--- src/rtl/ara_scoreboard.sv ---
// ara_scoreboard: tracks in-flight vector instructions per PE, allocates
// instruction IDs and computes RAW/WAR/WAW dependency vectors at issue.
module ara_scoreboard #(
  parameter  int unsigned NrPEs   = 8,
  parameter  int unsigned NrVInsn = 8,
  parameter  int unsigned NrVRegs = 32,
  localparam int unsigned IdW     = $clog2(NrVInsn),
  localparam int unsigned RegW    = $clog2(NrVRegs)
) (
  input  logic                             clk_i,
  input  logic                             rst_i,
  input  logic                             req_valid_i,
  output logic                             req_ready_o,
  input  logic [RegW-1:0]                  req_vs1_i,
  input  logic [RegW-1:0]                  req_vs2_i,
  input  logic [RegW-1:0]                  req_vd_i,
  input  logic                             req_use_vs1_i,
  input  logic                             req_use_vs2_i,
  input  logic                             req_use_vd_i,
  input  logic                             req_use_vd_op_i,
  input  logic                             req_vm_i,
  input  logic [NrPEs-1:0]                 req_pe_mask_i,
  output logic                             issue_valid_o,
  input  logic                             issue_ready_i,
  output logic [IdW-1:0]                   issue_id_o,
  output logic [NrVInsn-1:0]               issue_hazard_vs1_o,
  output logic [NrVInsn-1:0]               issue_hazard_vs2_o,
  output logic [NrVInsn-1:0]               issue_hazard_vm_o,
  output logic [NrVInsn-1:0]               issue_hazard_vd_o,
  input  logic [NrPEs-1:0][NrVInsn-1:0]    pe_done_i,
  output logic [NrVInsn-1:0]               vinsn_running_o,
  output logic [IdW:0]                     inflight_cnt_o,
  output logic                             idle_o
);

  localparam int unsigned CntW = IdW + 1;

  logic [NrPEs-1:0][NrVInsn-1:0]   pe_run_q, pe_run_d;
  logic [NrVInsn-1:0]              running_q, running_d;
  logic [NrVRegs-1:0][IdW-1:0]     owner_id_q, owner_id_d;
  logic [NrVRegs-1:0]              owner_vld_q, owner_vld_d, owner_vld_c;
  logic [NrVRegs-1:0][NrVInsn-1:0] readers_q, readers_d, readers_c;
  logic                            full_c;
  logic [IdW-1:0]                  alloc_id_c;
  logic [NrVInsn-1:0]              alloc_oh_c;
  logic [NrVInsn-1:0]              hz_vs1_c, hz_vs2_c, hz_vm_c, hz_vd_c;
  logic                            operandless_c, stall_c, accept_c;
  logic [CntW-1:0]                 cnt_c;

  function automatic logic [NrVInsn-1:0] id_onehot(input logic [IdW-1:0] id);
    logic [NrVInsn-1:0] oh;
    oh     = '0;
    oh[id] = 1'b1;
    return oh;
  endfunction

  assign vinsn_running_o = running_q;

  // Lowest free ID; full when every ID is running.
  always_comb begin
    alloc_id_c = '0;
    for (int i = int'(NrVInsn) - 1; i >= 0; i--) begin
      if (!running_q[i]) alloc_id_c = IdW'(i);
    end
    full_c     = &running_q;
    alloc_oh_c = id_onehot(alloc_id_c);
  end

  // Drop owner/reader entries whose instruction is no longer running.
  always_comb begin
    owner_vld_c = '0;
    readers_c   = '0;
    for (int unsigned r = 0; r < NrVRegs; r++) begin
      owner_vld_c[r] = owner_vld_q[r] & running_q[owner_id_q[r]];
      readers_c[r]   = readers_q[r] & running_q;
    end
  end

  // Dependency vectors for the current request and operand-less stall.
  always_comb begin
    hz_vs1_c = '0;
    hz_vs2_c = '0;
    hz_vm_c  = '0;
    hz_vd_c  = '0;
    if (req_use_vs1_i && owner_vld_c[req_vs1_i]) hz_vs1_c = id_onehot(owner_id_q[req_vs1_i]);
    if (req_use_vs2_i && owner_vld_c[req_vs2_i]) hz_vs2_c = id_onehot(owner_id_q[req_vs2_i]);
    if (!req_vm_i && owner_vld_c[0]) hz_vm_c = id_onehot(owner_id_q[0]);
    if (req_use_vd_i) begin
      hz_vd_c = readers_c[req_vd_i];
      if (owner_vld_c[req_vd_i]) hz_vd_c = hz_vd_c | id_onehot(owner_id_q[req_vd_i]);
    end
    operandless_c = !req_use_vs1_i && !req_use_vs2_i && !req_use_vd_op_i && req_vm_i;
    stall_c       = operandless_c && (|(hz_vs1_c | hz_vs2_c | hz_vm_c | hz_vd_c));
  end

  assign req_ready_o = !rst_i && !full_c && (!issue_valid_o || issue_ready_i) && !stall_c;
  assign accept_c    = req_valid_i && req_ready_o;

  // Per-PE running matrix: completions clear, acceptance sets (set wins).
  always_comb begin
    pe_run_d  = '0;
    running_d = '0;
    for (int unsigned p = 0; p < NrPEs; p++) begin
      pe_run_d[p] = pe_run_q[p] & ~pe_done_i[p];
      if (accept_c && (req_pe_mask_i[p] || ((p == NrPEs - 1) && !req_vm_i)))
        pe_run_d[p] = pe_run_d[p] | alloc_oh_c;
      running_d = running_d | pe_run_d[p];
    end
  end

  // Owner/reader list update on top of the cleaned lists.
  always_comb begin
    owner_id_d  = owner_id_q;
    owner_vld_d = owner_vld_c;
    readers_d   = readers_c;
    if (accept_c) begin
      if (req_use_vd_i) begin
        owner_id_d[req_vd_i]  = alloc_id_c;
        owner_vld_d[req_vd_i] = 1'b1;
      end
      if (req_use_vs1_i) readers_d[req_vs1_i] = readers_d[req_vs1_i] | alloc_oh_c;
      if (req_use_vs2_i) readers_d[req_vs2_i] = readers_d[req_vs2_i] | alloc_oh_c;
      if (!req_vm_i)     readers_d[0]         = readers_d[0] | alloc_oh_c;
    end
  end

  // Population count of the next running set.
  always_comb begin
    cnt_c = '0;
    for (int unsigned i = 0; i < NrVInsn; i++) cnt_c = cnt_c + CntW'(running_d[i]);
  end

  // Tracking state and status outputs.
  always_ff @(posedge clk_i or posedge rst_i) begin
    if (rst_i) begin
      pe_run_q       <= '0;
      running_q      <= '0;
      owner_id_q     <= '0;
      owner_vld_q    <= '0;
      readers_q      <= '0;
      inflight_cnt_o <= '0;
      idle_o         <= 1'b1;
    end else begin
      pe_run_q       <= pe_run_d;
      running_q      <= running_d;
      owner_id_q     <= owner_id_d;
      owner_vld_q    <= owner_vld_d;
      readers_q      <= readers_d;
      inflight_cnt_o <= cnt_c;
      idle_o         <= ~|running_d;
    end
  end

  // Issue register; held hazards shrink as their producers complete.
  always_ff @(posedge clk_i or posedge rst_i) begin
    if (rst_i) begin
      issue_valid_o      <= 1'b0;
      issue_id_o         <= '0;
      issue_hazard_vs1_o <= '0;
      issue_hazard_vs2_o <= '0;
      issue_hazard_vm_o  <= '0;
      issue_hazard_vd_o  <= '0;
    end else if (accept_c) begin
      issue_valid_o      <= 1'b1;
      issue_id_o         <= alloc_id_c;
      issue_hazard_vs1_o <= hz_vs1_c & running_d;
      issue_hazard_vs2_o <= hz_vs2_c & running_d;
      issue_hazard_vm_o  <= hz_vm_c & running_d;
      issue_hazard_vd_o  <= hz_vd_c & running_d;
    end else if (issue_valid_o && issue_ready_i) begin
      issue_valid_o <= 1'b0;
    end else if (issue_valid_o) begin
      issue_hazard_vs1_o <= issue_hazard_vs1_o & running_d;
      issue_hazard_vs2_o <= issue_hazard_vs2_o & running_d;
      issue_hazard_vm_o  <= issue_hazard_vm_o & running_d;
      issue_hazard_vd_o  <= issue_hazard_vd_o & running_d;
    end
  end

  // A request must target at least one PE unless it is masked.
  assert property (@(posedge clk_i) disable iff (rst_i)
    req_valid_i |-> ((req_pe_mask_i != '0) || !req_vm_i));

endmodule
--- config.mk ---
export PLATFORM = sky130hd
export DESIGN_NAME = ara_scoreboard
export DESIGN_NICKNAME = d
export VERILOG_FILES = /design/src/rtl/ara_scoreboard.sv
export SDC_FILE = /design/constraint.sdc
export NUM_CORES = 2
export LEC_CHECK = 0
export ABC_AREA = 1
export BUFFER_PORTS_ARGS = -buffer_cell sky130_fd_sc_hd__buf_2
export CAP_MARGIN = 20
export CELL_PAD_IN_SITES_DETAIL_PLACEMENT = 2
export CELL_PAD_IN_SITES_GLOBAL_PLACEMENT = 2
export CORE_UTILIZATION = 38
export CTS_CLUSTER_DIAMETER = 40
export DETAILED_ROUTE_END_ITERATION = 16
export MAX_ROUTING_LAYER = met4
export PLACE_DENSITY_LB_ADDON = 0.1
export SYNTH_ARGS = -nofsm -noshare
export SYNTH_HDL_FRONTEND = slang
export SYNTH_SLANG_ARGS = --single-unit
--- constraint.sdc ---
create_clock -name clk_i -period 49.5 [get_ports clk_i]
set_input_delay 9.9 -clock clk_i [delete_from_list [all_inputs] [get_ports clk_i]]
set_output_delay 9.9 -clock clk_i [all_outputs]
set_load 0.01 [all_outputs]
==> flow_results.org <==
** Status
- Result of the run :: finished, final reports clean

** Die
- In this run the standard cell core region covers 95300 um2.
- Full die area :: 97700 um2
- Measured along the y axis, the die boundary spans 313 um.
- Top-level I/O count :: 146
- Initial standard-cell utilization of the core :: 0.385
- Row generation in the floorplan step produced 113 rows.
- In this run the horizontal extent of the chip is 313 um.

** STA
- The clock period could shrink to 24560 ps.
- Final setup vio count :: 0
- Setup repair after global routing left no endpoint under its margin.
- Static timing analysis puts the maximum clock frequency at 40.7 MHz.
- In the finished design, the share of the clock period the worst path needs comes to 0.496.
- Headroom to the max-slew limit came out at 0.0922.
- On the final layout, the worst clock skew is 51.7 ps.
- The count of endpoints failing hold in the final timing report was 0.
- Number of pins with negative max-slew slack in the final report :: 0
- Final total negative setup slack :: 0 ps
- Worst-margin pin slew :: 1360 ps
- Setup ws final :: 24940 ps

** Synth
- Main flop type after synthesis :: sky130_fd_sc_hd__dfrtp_1
- Seq/Total Area, Yosys :: 0.339
- Async SR Flop Fraction :: 1.00
- Post-Synthesis Cell Area :: 36700 um2
- Number of flops mapped to enable cells by yosys :: 0
- Register bit total from synthesis :: 497
- Syn Area/Cell :: 6.57 um2
- During synthesis, Yosys emitted a total of 0 warnings.
- Number of standard cells after synthesis :: 5583
- Number of different library cells in the post-synthesis netlist :: 62
- Syn Nets :: 5687

** Finish
- The final layout contains 5674 nets.
- In the final layout, the share of cells above drive strength 1 is 0.104.
- The library cell used most frequently in the layout, excluding fill and tap cells, is sky130_fd_sc_hd__nand2_1.
- The finished layout holds 6951 standard cells, fillers aside.
- The finished cells cover 42400 um2.
- Area growth from synthesis to layout :: 15.7%
- In the layout the commonest cells are 1637 x sky130_fd_sc_hd__nand2_1, 767 x sky130_fd_sc_hd__o21ai_0, 488 x sky130_fd_sc_hd__dfrtp_1.
- Counting the fill cells in the layout gives 11378.

** Clock tree
- After clock tree synthesis, the clock-pin slew on the worst setup and hold paths is 50 ps.
- Clock latency on the worst-skew pair, taken at its later pin, is 770 ps.
- The clock net in this run drives a total of 497 sinks.
- In this run the clock root is driven by a sky130_fd_sc_hd__clkbuf_16.
- CTS H-tree lvls :: 3
- In this run, post-CTS repair resized a total of 0 instances.
- In this run the post-CTS setup repair buffer count came out at 0.
- After clock tree synthesis, the flow added hold-fix buffers numbering 0.
- Total clock buffers created by CTS :: 116
- TritonCTS clock tree :: built
- The longest clock path from root to sink contains 3 buffers.

** Worst setup path
- Of all nets on the critical path, the largest fanout is 53.
- Worst path required time :: 39600 ps
- For flop-to-flop paths, the worst setup slack is 40340 ps.
- Capturing element type of the critical path :: primary output
- Category of the worst setup path launch point :: input pin
- Worst setup path category :: input pin to primary output
- Tracing the worst setup path back leads to its startpoint at req_vd_i[0].
- For the worst setup path, the data arrival time is 14660 ps.
- In this run the critical register-to-register path is launched from vinsn_running_o[4].

** Drt
- Count of vias placed by the detailed router :: 48098
- Post-route DRC :: 0
- Dividing the detail-routed via count by the number of cells gives 6.92.
- The first detailed-routing pass took 8 iterations.
- Dividing the detail-routed wire length by the instance count gives 35.8 um.
- The routed design has 249000 um of wire.
- DR iter-0 viols :: 5647
- The count of nets left with antenna violations once routing finished came out at 0.

** Global routing
- All-Layer GR Usage :: 0.507
- After global routing, the most crowded layer is met2.
- Global-route wire length before repair :: 355000 um
- The number of global-route vias before repair was 50180.
- Grt met3 use :: 0.138
- Entering global routing, the biggest net connects 170 pins.
- Number of antenna violations at the first check in global routing :: 14
- Global-route track usage on met2 :: 0.750
- In the global route stage, met1 resource usage came out at 0.583.
- For this run the aggregate overflow at the end of global routing stands at 0.

** Flow run
- Total of max-cap violations :: 0

** Min path
- The path class of the tightest hold or removal check is register to register.
- Startpoint of the lowest-slack hold path :: pe_run_q[23]

** Placed design
- The number of placed instances, taps included, is 6713.
- Last weighted congestion value of the routability-driven placer :: 1.05
- Input and output buffers added on the ports amount to 145.
- Post-placement cell area :: 38100 um2
- DPL Wire Length :: 155000 um
- OpenSTA, run right after detailed placement, puts the worst setup slack at 25480 ps.

** Power
- The design draws 1.79 mW.
- Worst vdd rail ir drop :: 0.0000292 V
- Static leakage power :: 20.7 nW
- Power per Cell Area :: 42.3 nW/um2
==> worst paths after layout <==
path                                endpoint  depth (start not counted)
max                              req_ready_o                         17
min                             pe_run_q[23]                          2
max reg2reg                inflight_cnt_o[1]                         34
min reg2reg                     pe_run_q[23]                          2
max in group asynchronous     readers_q[178]                          3
min in group asynchronous       pe_run_q[20]                          2
==> critical path, stage by stage <==
cell                       delay, ps
sky130_fd_sc_hd__buf_2           180
sky130_fd_sc_hd__inv_1           120
sky130_fd_sc_hd__nand2_2          70
sky130_fd_sc_hd__buf_4           540
sky130_fd_sc_hd__inv_2           410
sky130_fd_sc_hd__buf_4           520
sky130_fd_sc_hd__a22oi_1         320
sky130_fd_sc_hd__o221ai_1        160
sky130_fd_sc_hd__a22oi_1         610
sky130_fd_sc_hd__nand2_1         240
sky130_fd_sc_hd__nor3_1          510
sky130_fd_sc_hd__o21ai_0         320
sky130_fd_sc_hd__nand3_1         160
sky130_fd_sc_hd__nor2_1           70
sky130_fd_sc_hd__nand2_2         160
sky130_fd_sc_hd__a21boi_0        110
sky130_fd_sc_hd__buf_2           190
==> Yosys cell counts (26+ instances only) <==
| library cell | number | area (um2) |
|---|---|---|
| sky130_fd_sc_hd__inv_1 | 462 | 1730 |
| sky130_fd_sc_hd__o211ai_1 | 252 | 1890 |
| sky130_fd_sc_hd__o21ai_0 | 767 | 3840 |
| sky130_fd_sc_hd__nand3_1 | 302 | 1510 |
| sky130_fd_sc_hd__a21oi_1 | 117 | 586 |
| sky130_fd_sc_hd__nor2_1 | 385 | 1450 |
| sky130_fd_sc_hd__nor2_2 | 26 | 163 |
| sky130_fd_sc_hd__a22oi_1 | 45 | 338 |
| sky130_fd_sc_hd__nand4_1 | 60 | 375 |
| sky130_fd_sc_hd__nand2_1 | 1644 | 6170 |
| sky130_fd_sc_hd__o22ai_1 | 308 | 1930 |
| sky130_fd_sc_hd__o21ai_1 | 66 | 330 |
| sky130_fd_sc_hd__clkbuf_1 | 182 | 683 |
| sky130_fd_sc_hd__o2111ai_1 | 39 | 342 |
| sky130_fd_sc_hd__buf_4 | 29 | 218 |
| sky130_fd_sc_hd__dfrtp_1 | 496 | 12400 |
| sky130_fd_sc_hd__buf_2 | 150 | 751 |
==> flip-flops by register name, indices dropped and copies added, names as in the netlist <==
signal / cells
inflight_cnt_o: 4
issue_valid_o: 1
pe_run_q: 64
issue_hazard_vs1_o: 8
issue_hazard_vm_o: 8
issue_id_o: 3
vinsn_running_o: 8
owner_id_q: 96
issue_hazard_vs2_o: 8
issue_hazard_vd_o: 8
readers_q: 256
idle_o: 1
owner_vld_q: 32
==> stage by stage <==
step | util | hold WS, ps
4_1_cts | 0.444 | 506
2_1_floorplan | - | 462
6_report | 0.445 | 509
5_1_grt | 0.445 | 545
3_5_place_dp | 0.400 | 499
3_3_place_gp | 0.400 | 473
==> final cells by class <==
type	instances	area, um2	share of cell area
well taps	1265	1580	0.0373
inverters	497	1890	0.0445
clock inverters	73	1010	0.0238
repair buffers	252	1580	0.0374
multi-input cells	4206	20700	0.487
diodes	15	37.5	0.000885
clock buffers	146	3190	0.0751
flip-flops and latches	497	12400	0.294
==> layer usage <==
layer,routed length (um),vias up
li1,-,19118
met1,91200,24252
met2,108000,3429
met3,26700,1299
met4,22700,0
met5,0,-
==> power by group <==
group / leakage, nW / internal [mW] / switching [mW] / total, mW
Combinational: 12.1 / 0.0889 / 0.398 / 0.487
Clock: 2.02 / 0.547 / 0.305 / 0.852
Sequential: 6.65 / 0.428 / 0.0282 / 0.456
Total: 20.7 / 1.06 / 0.731 / 1.79
==> kinds of logic after synthesis <==
logic type                 after synthesis  synth area share
xor gates and xnor gates                 1          0.000239
buffers and inverters                  880            0.0993
DFF                                    497             0.339
muxes                                    3          0.000819
AOI/OAI and AO/OA                     1694             0.275
adders and majority gates                8           0.00355
and+or+nand+nor                       2500             0.282
(Power assumes the default switching activity.)
